==> src/rtl/m2_block_scheduler_pkg.sv <==
// Shared types and constants for the milestone-2 IDCT block scheduler.
package m2_block_scheduler_pkg;

  typedef enum logic [2:0] {
    S_IDLE,
    S_LEAD_FS,
    S_LEAD_CT,
    S_MEGA_A,
    S_MEGA_B,
    S_OUT_CS,
    S_OUT_WS,
    S_DONE
  } m2_state_e;

  localparam logic [1:0] PLANE_Y = 2'd0;
  localparam logic [1:0] PLANE_U = 2'd1;
  localparam logic [1:0] PLANE_V = 2'd2;

  localparam logic [1:0] OWN_NONE = 2'd0;
  localparam logic [1:0] OWN_FS   = 2'd1;
  localparam logic [1:0] OWN_WS   = 2'd2;

endpackage

==> src/rtl/m2_block_scheduler_if.sv <==
// Handshake, block-pointer and SRAM bus between the scheduler, the milestone FSM and the sub-blocks.
interface m2_block_scheduler_if;
  logic        M2_start, M2_done;
  logic        FS_start, CT_start, CS_start, WS_start;
  logic        FS_done, CT_done, CS_done, WS_done;
  logic [1:0]  fs_plane, ws_plane;
  logic [5:0]  fs_col, ws_col;
  logic [4:0]  fs_row, ws_row;
  logic [17:0] FS_SRAM_address, WS_SRAM_address, SRAM_address;
  logic        WS_SRAM_we_n, SRAM_we_n;
  logic [15:0] WS_SRAM_write_data, SRAM_write_data;
  logic [1:0]  sram_owner;

  modport master (
    input  M2_start, FS_done, CT_done, CS_done, WS_done,
           FS_SRAM_address, WS_SRAM_address, WS_SRAM_we_n, WS_SRAM_write_data,
    output M2_done, FS_start, CT_start, CS_start, WS_start,
           fs_plane, fs_col, fs_row, ws_plane, ws_col, ws_row,
           SRAM_address, SRAM_we_n, SRAM_write_data, sram_owner
  );

  modport slave (
    output M2_start, FS_done, CT_done, CS_done, WS_done,
           FS_SRAM_address, WS_SRAM_address, WS_SRAM_we_n, WS_SRAM_write_data,
    input  M2_done, FS_start, CT_start, CS_start, WS_start,
           fs_plane, fs_col, fs_row, ws_plane, ws_col, ws_row,
           SRAM_address, SRAM_we_n, SRAM_write_data, sram_owner
  );
endinterface

==> src/rtl/m2_block_pointer.sv <==
// Plane/row/column walker over Y, U, V blocks; column fastest, wraps V-last back to Y 0,0.
module m2_block_pointer
  import m2_block_scheduler_pkg::*;
#(
  parameter int Y_COLS  = 40,
  parameter int Y_ROWS  = 30,
  parameter int UV_COLS = 20,
  parameter int UV_ROWS = 30
) (
  input  logic       clk_i,
  input  logic       rst_ni,
  input  logic       advance_i,
  output logic [1:0] plane_o,
  output logic [5:0] col_o,
  output logic [4:0] row_o,
  output logic       last_o
);

  localparam logic [5:0] Y_CMAX  = 6'(Y_COLS - 1);
  localparam logic [4:0] Y_RMAX  = 5'(Y_ROWS - 1);
  localparam logic [5:0] UV_CMAX = 6'(UV_COLS - 1);
  localparam logic [4:0] UV_RMAX = 5'(UV_ROWS - 1);

  logic [1:0] plane_q, plane_d;
  logic [5:0] col_q, col_d, cmax;
  logic [4:0] row_q, row_d, rmax;

  always_comb begin
    cmax    = (plane_q == PLANE_Y) ? Y_CMAX : UV_CMAX;
    rmax    = (plane_q == PLANE_Y) ? Y_RMAX : UV_RMAX;
    plane_d = plane_q;
    col_d   = col_q;
    row_d   = row_q;
    if (advance_i) begin
      if (col_q != cmax) begin
        col_d = col_q + 6'd1;
      end else begin
        col_d = '0;
        if (row_q != rmax) begin
          row_d = row_q + 5'd1;
        end else begin
          row_d   = '0;
          plane_d = (plane_q == PLANE_V) ? PLANE_Y : plane_q + 2'd1;
        end
      end
    end
  end

  always_ff @(posedge clk_i) begin
    if (!rst_ni) begin
      plane_q <= PLANE_Y;
      col_q   <= '0;
      row_q   <= '0;
    end else begin
      plane_q <= plane_d;
      col_q   <= col_d;
      row_q   <= row_d;
    end
  end

  assign plane_o = plane_q;
  assign col_o   = col_q;
  assign row_o   = row_q;
  assign last_o  = (plane_q == PLANE_V) && (col_q == UV_CMAX) && (row_q == UV_RMAX);

endmodule

==> src/rtl/m2_block_scheduler.sv <==
// Milestone-2 sequencer: overlaps FS/CT/CS/WS across all Y/U/V blocks and arbitrates the SRAM port.
module m2_block_scheduler
  import m2_block_scheduler_pkg::*;
#(
  parameter int Y_COLS  = 40,
  parameter int Y_ROWS  = 30,
  parameter int UV_COLS = 20,
  parameter int UV_ROWS = 30
) (
  input  logic                CLOCK_50_I,
  input  logic                Resetn,
  m2_block_scheduler_if.master bus
);

  localparam int         N     = Y_COLS * Y_ROWS + 2 * UV_COLS * UV_ROWS;
  localparam logic [11:0] N_CNT = 12'(N);

  m2_state_e   state_q, state_d;
  logic        first_q;
  logic        flag0_q, flag0_d, flag1_q, flag1_d;
  logic [11:0] fetch_cnt_q, fetch_cnt_d;
  logic        fs_start_q, ct_start_q, cs_start_q, ws_start_q, m2_done_q;
  logic        fs_ok, ct_ok, cs_ok, ws_ok, hit0, hit1, fs_adv, ws_adv, entering;
  logic        fs_last, ws_last;
  logic [1:0]  fs_plane, ws_plane;
  logic [5:0]  fs_col, ws_col;
  logic [4:0]  fs_row, ws_row;

  // Dones landing in a state's first cycle belong to no running sub-block.
  assign fs_ok = bus.FS_done & ~first_q;
  assign ct_ok = bus.CT_done & ~first_q;
  assign cs_ok = bus.CS_done & ~first_q;
  assign ws_ok = bus.WS_done & ~first_q;

  always_comb begin
    state_d     = state_q;
    flag0_d     = flag0_q;
    flag1_d     = flag1_q;
    fetch_cnt_d = fetch_cnt_q;
    fs_adv      = 1'b0;
    ws_adv      = 1'b0;
    hit0        = 1'b0;
    hit1        = 1'b0;
    unique case (state_q)
      S_IDLE: if (bus.M2_start) begin
        state_d     = S_LEAD_FS;
        fetch_cnt_d = '0;
      end
      S_LEAD_FS: if (fs_ok) begin
        fs_adv  = 1'b1;
        state_d = S_LEAD_CT;
      end
      S_LEAD_CT: if (ct_ok) state_d = (N_CNT > 12'd1) ? S_MEGA_A : S_OUT_CS;
      S_MEGA_A: begin
        // flag0 tracks CS, flag1 tracks FS
        hit0   = flag0_q | cs_ok;
        hit1   = flag1_q | fs_ok;
        fs_adv = fs_ok & ~flag1_q;
        if (hit0 && hit1) begin
          state_d = S_MEGA_B;
          flag0_d = 1'b0;
          flag1_d = 1'b0;
        end else begin
          flag0_d = hit0;
          flag1_d = hit1;
        end
      end
      S_MEGA_B: begin
        // flag0 tracks CT, flag1 tracks WS
        hit0   = flag0_q | ct_ok;
        hit1   = flag1_q | ws_ok;
        ws_adv = ws_ok & ~flag1_q;
        if (hit0 && hit1) begin
          state_d = (fetch_cnt_q < N_CNT) ? S_MEGA_A : S_OUT_CS;
          flag0_d = 1'b0;
          flag1_d = 1'b0;
        end else begin
          flag0_d = hit0;
          flag1_d = hit1;
        end
      end
      S_OUT_CS: if (cs_ok) state_d = S_OUT_WS;
      S_OUT_WS: if (ws_ok) begin
        ws_adv  = 1'b1;
        state_d = S_DONE;
      end
      S_DONE:  state_d = S_IDLE;
      default: state_d = S_IDLE;
    endcase
    if (fs_adv) fetch_cnt_d = fetch_cnt_q + 12'd1;
  end

  assign entering = (state_d != state_q);

  always_ff @(posedge CLOCK_50_I) begin
    if (!Resetn) begin
      state_q     <= S_IDLE;
      first_q     <= 1'b0;
      flag0_q     <= 1'b0;
      flag1_q     <= 1'b0;
      fetch_cnt_q <= '0;
      fs_start_q  <= 1'b0;
      ct_start_q  <= 1'b0;
      cs_start_q  <= 1'b0;
      ws_start_q  <= 1'b0;
      m2_done_q   <= 1'b0;
    end else begin
      state_q     <= state_d;
      first_q     <= entering;
      flag0_q     <= flag0_d;
      flag1_q     <= flag1_d;
      fetch_cnt_q <= fetch_cnt_d;
      fs_start_q  <= entering && (state_d == S_LEAD_FS || state_d == S_MEGA_A);
      ct_start_q  <= entering && (state_d == S_LEAD_CT || state_d == S_MEGA_B);
      cs_start_q  <= entering && (state_d == S_MEGA_A  || state_d == S_OUT_CS);
      ws_start_q  <= entering && (state_d == S_MEGA_B  || state_d == S_OUT_WS);
      m2_done_q   <= entering && (state_d == S_DONE);
    end
  end

  m2_block_pointer #(.Y_COLS(Y_COLS), .Y_ROWS(Y_ROWS), .UV_COLS(UV_COLS), .UV_ROWS(UV_ROWS))
    u_fetch_ptr (.clk_i(CLOCK_50_I), .rst_ni(Resetn), .advance_i(fs_adv),
                 .plane_o(fs_plane), .col_o(fs_col), .row_o(fs_row), .last_o(fs_last));

  m2_block_pointer #(.Y_COLS(Y_COLS), .Y_ROWS(Y_ROWS), .UV_COLS(UV_COLS), .UV_ROWS(UV_ROWS))
    u_write_ptr (.clk_i(CLOCK_50_I), .rst_ni(Resetn), .advance_i(ws_adv),
                 .plane_o(ws_plane), .col_o(ws_col), .row_o(ws_row), .last_o(ws_last));

  always_comb begin
    bus.sram_owner      = OWN_NONE;
    bus.SRAM_address    = '0;
    bus.SRAM_we_n       = 1'b1;
    bus.SRAM_write_data = '0;
    if (state_q == S_LEAD_FS || state_q == S_MEGA_A) begin
      bus.sram_owner   = OWN_FS;
      bus.SRAM_address = bus.FS_SRAM_address;
    end else if (state_q == S_MEGA_B || state_q == S_OUT_WS) begin
      bus.sram_owner      = OWN_WS;
      bus.SRAM_address    = bus.WS_SRAM_address;
      bus.SRAM_we_n       = bus.WS_SRAM_we_n;
      bus.SRAM_write_data = bus.WS_SRAM_write_data;
    end
  end

  assign bus.FS_start = fs_start_q;
  assign bus.CT_start = ct_start_q;
  assign bus.CS_start = cs_start_q;
  assign bus.WS_start = ws_start_q;
  assign bus.M2_done  = m2_done_q;
  assign bus.fs_plane = fs_plane;
  assign bus.fs_col   = fs_col;
  assign bus.fs_row   = fs_row;
  assign bus.ws_plane = ws_plane;
  assign bus.ws_col   = ws_col;
  assign bus.ws_row   = ws_row;

  // Pointer position and fetch count must stay in lockstep across the frame.
  a_fetch_last: assert property (@(posedge CLOCK_50_I) disable iff (!Resetn)
    (fs_adv && fs_last) |-> (fetch_cnt_q == N_CNT - 12'd1));
  a_write_last: assert property (@(posedge CLOCK_50_I) disable iff (!Resetn)
    (state_q == S_OUT_WS) |-> ws_last);

endmodule
==> src/flat_wrapper.sv <==
// flat-port wrapper written by rule: the top's interface ports become plain ports
module m2_block_scheduler_flat import m2_block_scheduler_pkg::*;
#(
  parameter int Y_COLS  = 40,
  parameter int Y_ROWS  = 30,
  parameter int UV_COLS = 20,
  parameter int UV_ROWS = 30
)
  (CLOCK_50_I, Resetn, bus_M2_start, bus_FS_done, bus_CT_done, bus_CS_done, bus_WS_done, bus_FS_SRAM_address, bus_WS_SRAM_address, bus_WS_SRAM_we_n, bus_WS_SRAM_write_data, bus_M2_done, bus_FS_start, bus_CT_start, bus_CS_start, bus_WS_start, bus_fs_plane, bus_fs_col, bus_fs_row, bus_ws_plane, bus_ws_col, bus_ws_row, bus_SRAM_address, bus_SRAM_we_n, bus_SRAM_write_data, bus_sram_owner);
  m2_block_scheduler_if bus_i ();
  input  logic CLOCK_50_I;
  input  logic Resetn;
  input wire logic [$bits(bus_i.M2_start)-1:0] bus_M2_start;
  input wire logic [$bits(bus_i.FS_done)-1:0] bus_FS_done;
  input wire logic [$bits(bus_i.CT_done)-1:0] bus_CT_done;
  input wire logic [$bits(bus_i.CS_done)-1:0] bus_CS_done;
  input wire logic [$bits(bus_i.WS_done)-1:0] bus_WS_done;
  input wire logic [$bits(bus_i.FS_SRAM_address)-1:0] bus_FS_SRAM_address;
  input wire logic [$bits(bus_i.WS_SRAM_address)-1:0] bus_WS_SRAM_address;
  input wire logic [$bits(bus_i.WS_SRAM_we_n)-1:0] bus_WS_SRAM_we_n;
  input wire logic [$bits(bus_i.WS_SRAM_write_data)-1:0] bus_WS_SRAM_write_data;
  output wire logic [$bits(bus_i.M2_done)-1:0] bus_M2_done;
  output wire logic [$bits(bus_i.FS_start)-1:0] bus_FS_start;
  output wire logic [$bits(bus_i.CT_start)-1:0] bus_CT_start;
  output wire logic [$bits(bus_i.CS_start)-1:0] bus_CS_start;
  output wire logic [$bits(bus_i.WS_start)-1:0] bus_WS_start;
  output wire logic [$bits(bus_i.fs_plane)-1:0] bus_fs_plane;
  output wire logic [$bits(bus_i.fs_col)-1:0] bus_fs_col;
  output wire logic [$bits(bus_i.fs_row)-1:0] bus_fs_row;
  output wire logic [$bits(bus_i.ws_plane)-1:0] bus_ws_plane;
  output wire logic [$bits(bus_i.ws_col)-1:0] bus_ws_col;
  output wire logic [$bits(bus_i.ws_row)-1:0] bus_ws_row;
  output wire logic [$bits(bus_i.SRAM_address)-1:0] bus_SRAM_address;
  output wire logic [$bits(bus_i.SRAM_we_n)-1:0] bus_SRAM_we_n;
  output wire logic [$bits(bus_i.SRAM_write_data)-1:0] bus_SRAM_write_data;
  output wire logic [$bits(bus_i.sram_owner)-1:0] bus_sram_owner;
  assign bus_i.M2_start = bus_M2_start;
  assign bus_i.FS_done = bus_FS_done;
  assign bus_i.CT_done = bus_CT_done;
  assign bus_i.CS_done = bus_CS_done;
  assign bus_i.WS_done = bus_WS_done;
  assign bus_i.FS_SRAM_address = bus_FS_SRAM_address;
  assign bus_i.WS_SRAM_address = bus_WS_SRAM_address;
  assign bus_i.WS_SRAM_we_n = bus_WS_SRAM_we_n;
  assign bus_i.WS_SRAM_write_data = bus_WS_SRAM_write_data;
  assign bus_M2_done = bus_i.M2_done;
  assign bus_FS_start = bus_i.FS_start;
  assign bus_CT_start = bus_i.CT_start;
  assign bus_CS_start = bus_i.CS_start;
  assign bus_WS_start = bus_i.WS_start;
  assign bus_fs_plane = bus_i.fs_plane;
  assign bus_fs_col = bus_i.fs_col;
  assign bus_fs_row = bus_i.fs_row;
  assign bus_ws_plane = bus_i.ws_plane;
  assign bus_ws_col = bus_i.ws_col;
  assign bus_ws_row = bus_i.ws_row;
  assign bus_SRAM_address = bus_i.SRAM_address;
  assign bus_SRAM_we_n = bus_i.SRAM_we_n;
  assign bus_SRAM_write_data = bus_i.SRAM_write_data;
  assign bus_sram_owner = bus_i.sram_owner;
  m2_block_scheduler #(.Y_COLS(Y_COLS), .Y_ROWS(Y_ROWS), .UV_COLS(UV_COLS), .UV_ROWS(UV_ROWS)) u_core (.CLOCK_50_I(CLOCK_50_I), .Resetn(Resetn), .bus(bus_i));
endmodule
==> config.mk <==
export PLATFORM = sky130hd
export DESIGN_NAME = m2_block_scheduler_flat
export DESIGN_NICKNAME = d
export VERILOG_FILES = /design/src/rtl/m2_block_scheduler_pkg.sv /design/src/rtl/m2_block_scheduler_if.sv /design/src/rtl/m2_block_pointer.sv /design/src/rtl/m2_block_scheduler.sv /design/src/flat_wrapper.sv
export SDC_FILE = /design/constraint.sdc
export NUM_CORES = 1
export LEC_CHECK = 0
export ABC_AREA = 1
export ABC_CLOCK_PERIOD_IN_PS = 2800
export BUFFER_PORTS_ARGS = -buffer_cell sky130_fd_sc_hd__clkbuf_2
export CAP_MARGIN = 20
export CORE_MARGIN = 3
export CORE_UTILIZATION = 53
export CTS_CLUSTER_DIAMETER = 120
export DETAILED_ROUTE_END_ITERATION = 7
export GPL_ROUTABILITY_DRIVEN = 0
export GPL_TIMING_DRIVEN = 0
export PLACE_DENSITY = 0.94
export SYNTH_ARGS = -nofsm -noshare
export SYNTH_HDL_FRONTEND = slang
export SYNTH_HIERARCHICAL = 1
export SYNTH_SLANG_ARGS = --single-unit
==> constraint.sdc <==
create_clock -name CLOCK_50_I -period 2.8 [get_ports CLOCK_50_I]
set_clock_uncertainty 0.05 [all_clocks]
set_input_delay 0.7 -clock CLOCK_50_I [delete_from_list [all_inputs] [get_ports CLOCK_50_I]]
set_output_delay 0.7 -clock CLOCK_50_I [all_outputs]
set_load 0.02 [all_outputs]
==> run metrics <==
largest net degree at the start of global routing=17; Synth Cell Area=3110 um2; number of I/O pins=128; CTS H-tree depth=2; leakage power=2.06 nW; startpoint types=flip-flop; Worst Slack Setup Final=0.213 ns; CTS resizes=0; Max VDD drop=275 uV; die width=82.6 um; GRT Util Overall=25.9%; final hold slack=0.454 ns; Setup Total Neg Slack=0 ns; Post-Route WL=8920 um; Final HPWL DP=7340 um; Critical Path RT=2.05 ns; element type at the critical path end=output pin; Final setup viols=0; most frequent cells in the layout=127 x clkbuf_2, 94 x nand2_1, 78 x nor2_1, 64 x inv_1, 47 x dfxtp_1; DR iter-0 viols=211; worst-skew pair later-pin latency=0.31 ns; Max-Cap Viols=0; hold buffers post-CTS=0; P&R area growth vs syn=26.2%; CTS Buf Count=5; I/O Buffers=127; worst-margin pin slew=0.765 ns; core box area=5610 um2; status=completed; Die Height=82.6 um; syn_nets=524; critical path class=flip-flop to output pin; gr ovfl total=0; Final min period=2.59 ns; Inserted Diodes=0; Pwr Density=372 nW/um2; most common cell after layout, fill and taps aside=clkbuf_2; post-route antenna net violation count=0; final hold violations=0; Reg clk slew, reported paths=0.10 ns; Die ar.=6820 um2; Hold Crit Class=flip-flop to flip-flop; Highest Clock Rate=387 MHz; initial core utilization=55.5%; first-pass GRT wire length=13500 um; worst path arrival time=1.84 ns; clock root cell=clkbuf_8; crit-path max FO=10; detailed-route wire length per cell=13.4 um; Setup Fix Bufs, Post-CTS=0; Synth Area per Inst=6.81 um2; Layout Nets=658; slew margin rel.=48.7%; antenna violations before repair=0; CTS tree=done; crit share post-route=92.4%; routed vias/inst=5.11; Syn. warnings=6; share of cells above drive strength 1=31.3%; clk sinks=49; Longest Clk Path Bufs=2; number of detailed-routing iterations run before antenna repair=5; row cnt=27; DP Worst Slack=0.364 ns; Remaining DRCs=0; RSZ-0062 raised after global routing=false; Overall Power=1.46 mW; max-slew violation count=0; vias in the first global route=3103; Syn Inst Count=457; DR vias=3395
==> report_power, final <==
| part | switching, mW | internal (mW) | total, mW |
|---|---|---|---|
| sequential | 0.0171 | 0.713 | 0.731 |
| clock | 0.236 | 0.173 | 0.409 |
| combinational | 0.205 | 0.117 | 0.322 |
==> stage by stage <==
step | util, % | instance area, um2 | cells
3_3_place_gp | 68.4 | 3840 | 656
4_1_cts | 69.9 | 3920 | 664
5_1_grt | 70.0 | 3930 | 664
3_5_place_dp | 68.4 | 3840 | 656
2_1_floorplan | - | 3110 | 457
6_report | 70.0 | 3930 | 664
==> layout make-up <==
cell class	instances	area [um2]
multi-input cells	328	1820
fillers	458	1680
flip-flops and latches	49	983
repair buffers	127	636
inverters	74	279
well taps	72	90.1
clock buffers	5	68.8
plain buffers	6	30.0
clock inverters	3	17.5
==> layer usage <==
metal	vias to the layer above	share of wire, %	track usage, %
met5	-	0	0
met4	0	5.6	16.2
met3	29	6.7	4.01
met2	136	51	48.8
met1	1497	36	26.2
li1	1733	-	-
==> flip-flops by register name (all words and copies together) (netlist names), 2 cells and up <==
signal	flops
u_core/u_write_ptr/col_o	6
u_core/u_fetch_ptr/plane_o	2
u_core/u_fetch_ptr/row_o	5
u_core/state_q	3
u_core/u_write_ptr/row_o	5
u_core/u_fetch_ptr/col_o	6
u_core/u_write_ptr/plane_o	2
u_core/fetch_cnt_q	12
==> worst max-delay path, cell delays in order (launching register included) <==
cell and delay, ns:
dfxtp_2 0.42, inv_2 0.11, nor2_4 0.16, buf_2 0.23
buf_4 0.20, a22o_1 0.21, clkbuf_2 0.19
==> worst paths after layout <==
path / start / endpoint / slack, ns / depth (start not counted)
hold / removal: u_core/fetch_cnt_q[1]$_SDFFE_PN0P_ / u_core/fetch_cnt_q[1]$_SDFFE_PN0P_ / 0.45 / 2
setup reg to reg: u_core/state_q[0]$_SDFF_PN0_ / u_core/u_write_ptr/plane_o[0]$_SDFFE_PN0P_ / 0.54 / 10
hold reg to reg: u_core/fetch_cnt_q[1]$_SDFFE_PN0P_ / u_core/fetch_cnt_q[1]$_SDFFE_PN0P_ / 0.45 / 2
setup / recovery: u_core/state_q[0]$_SDFF_PN0_ / bus_SRAM_address[16] / 0.21 / 6
Power figures use the tool's default switching activity.
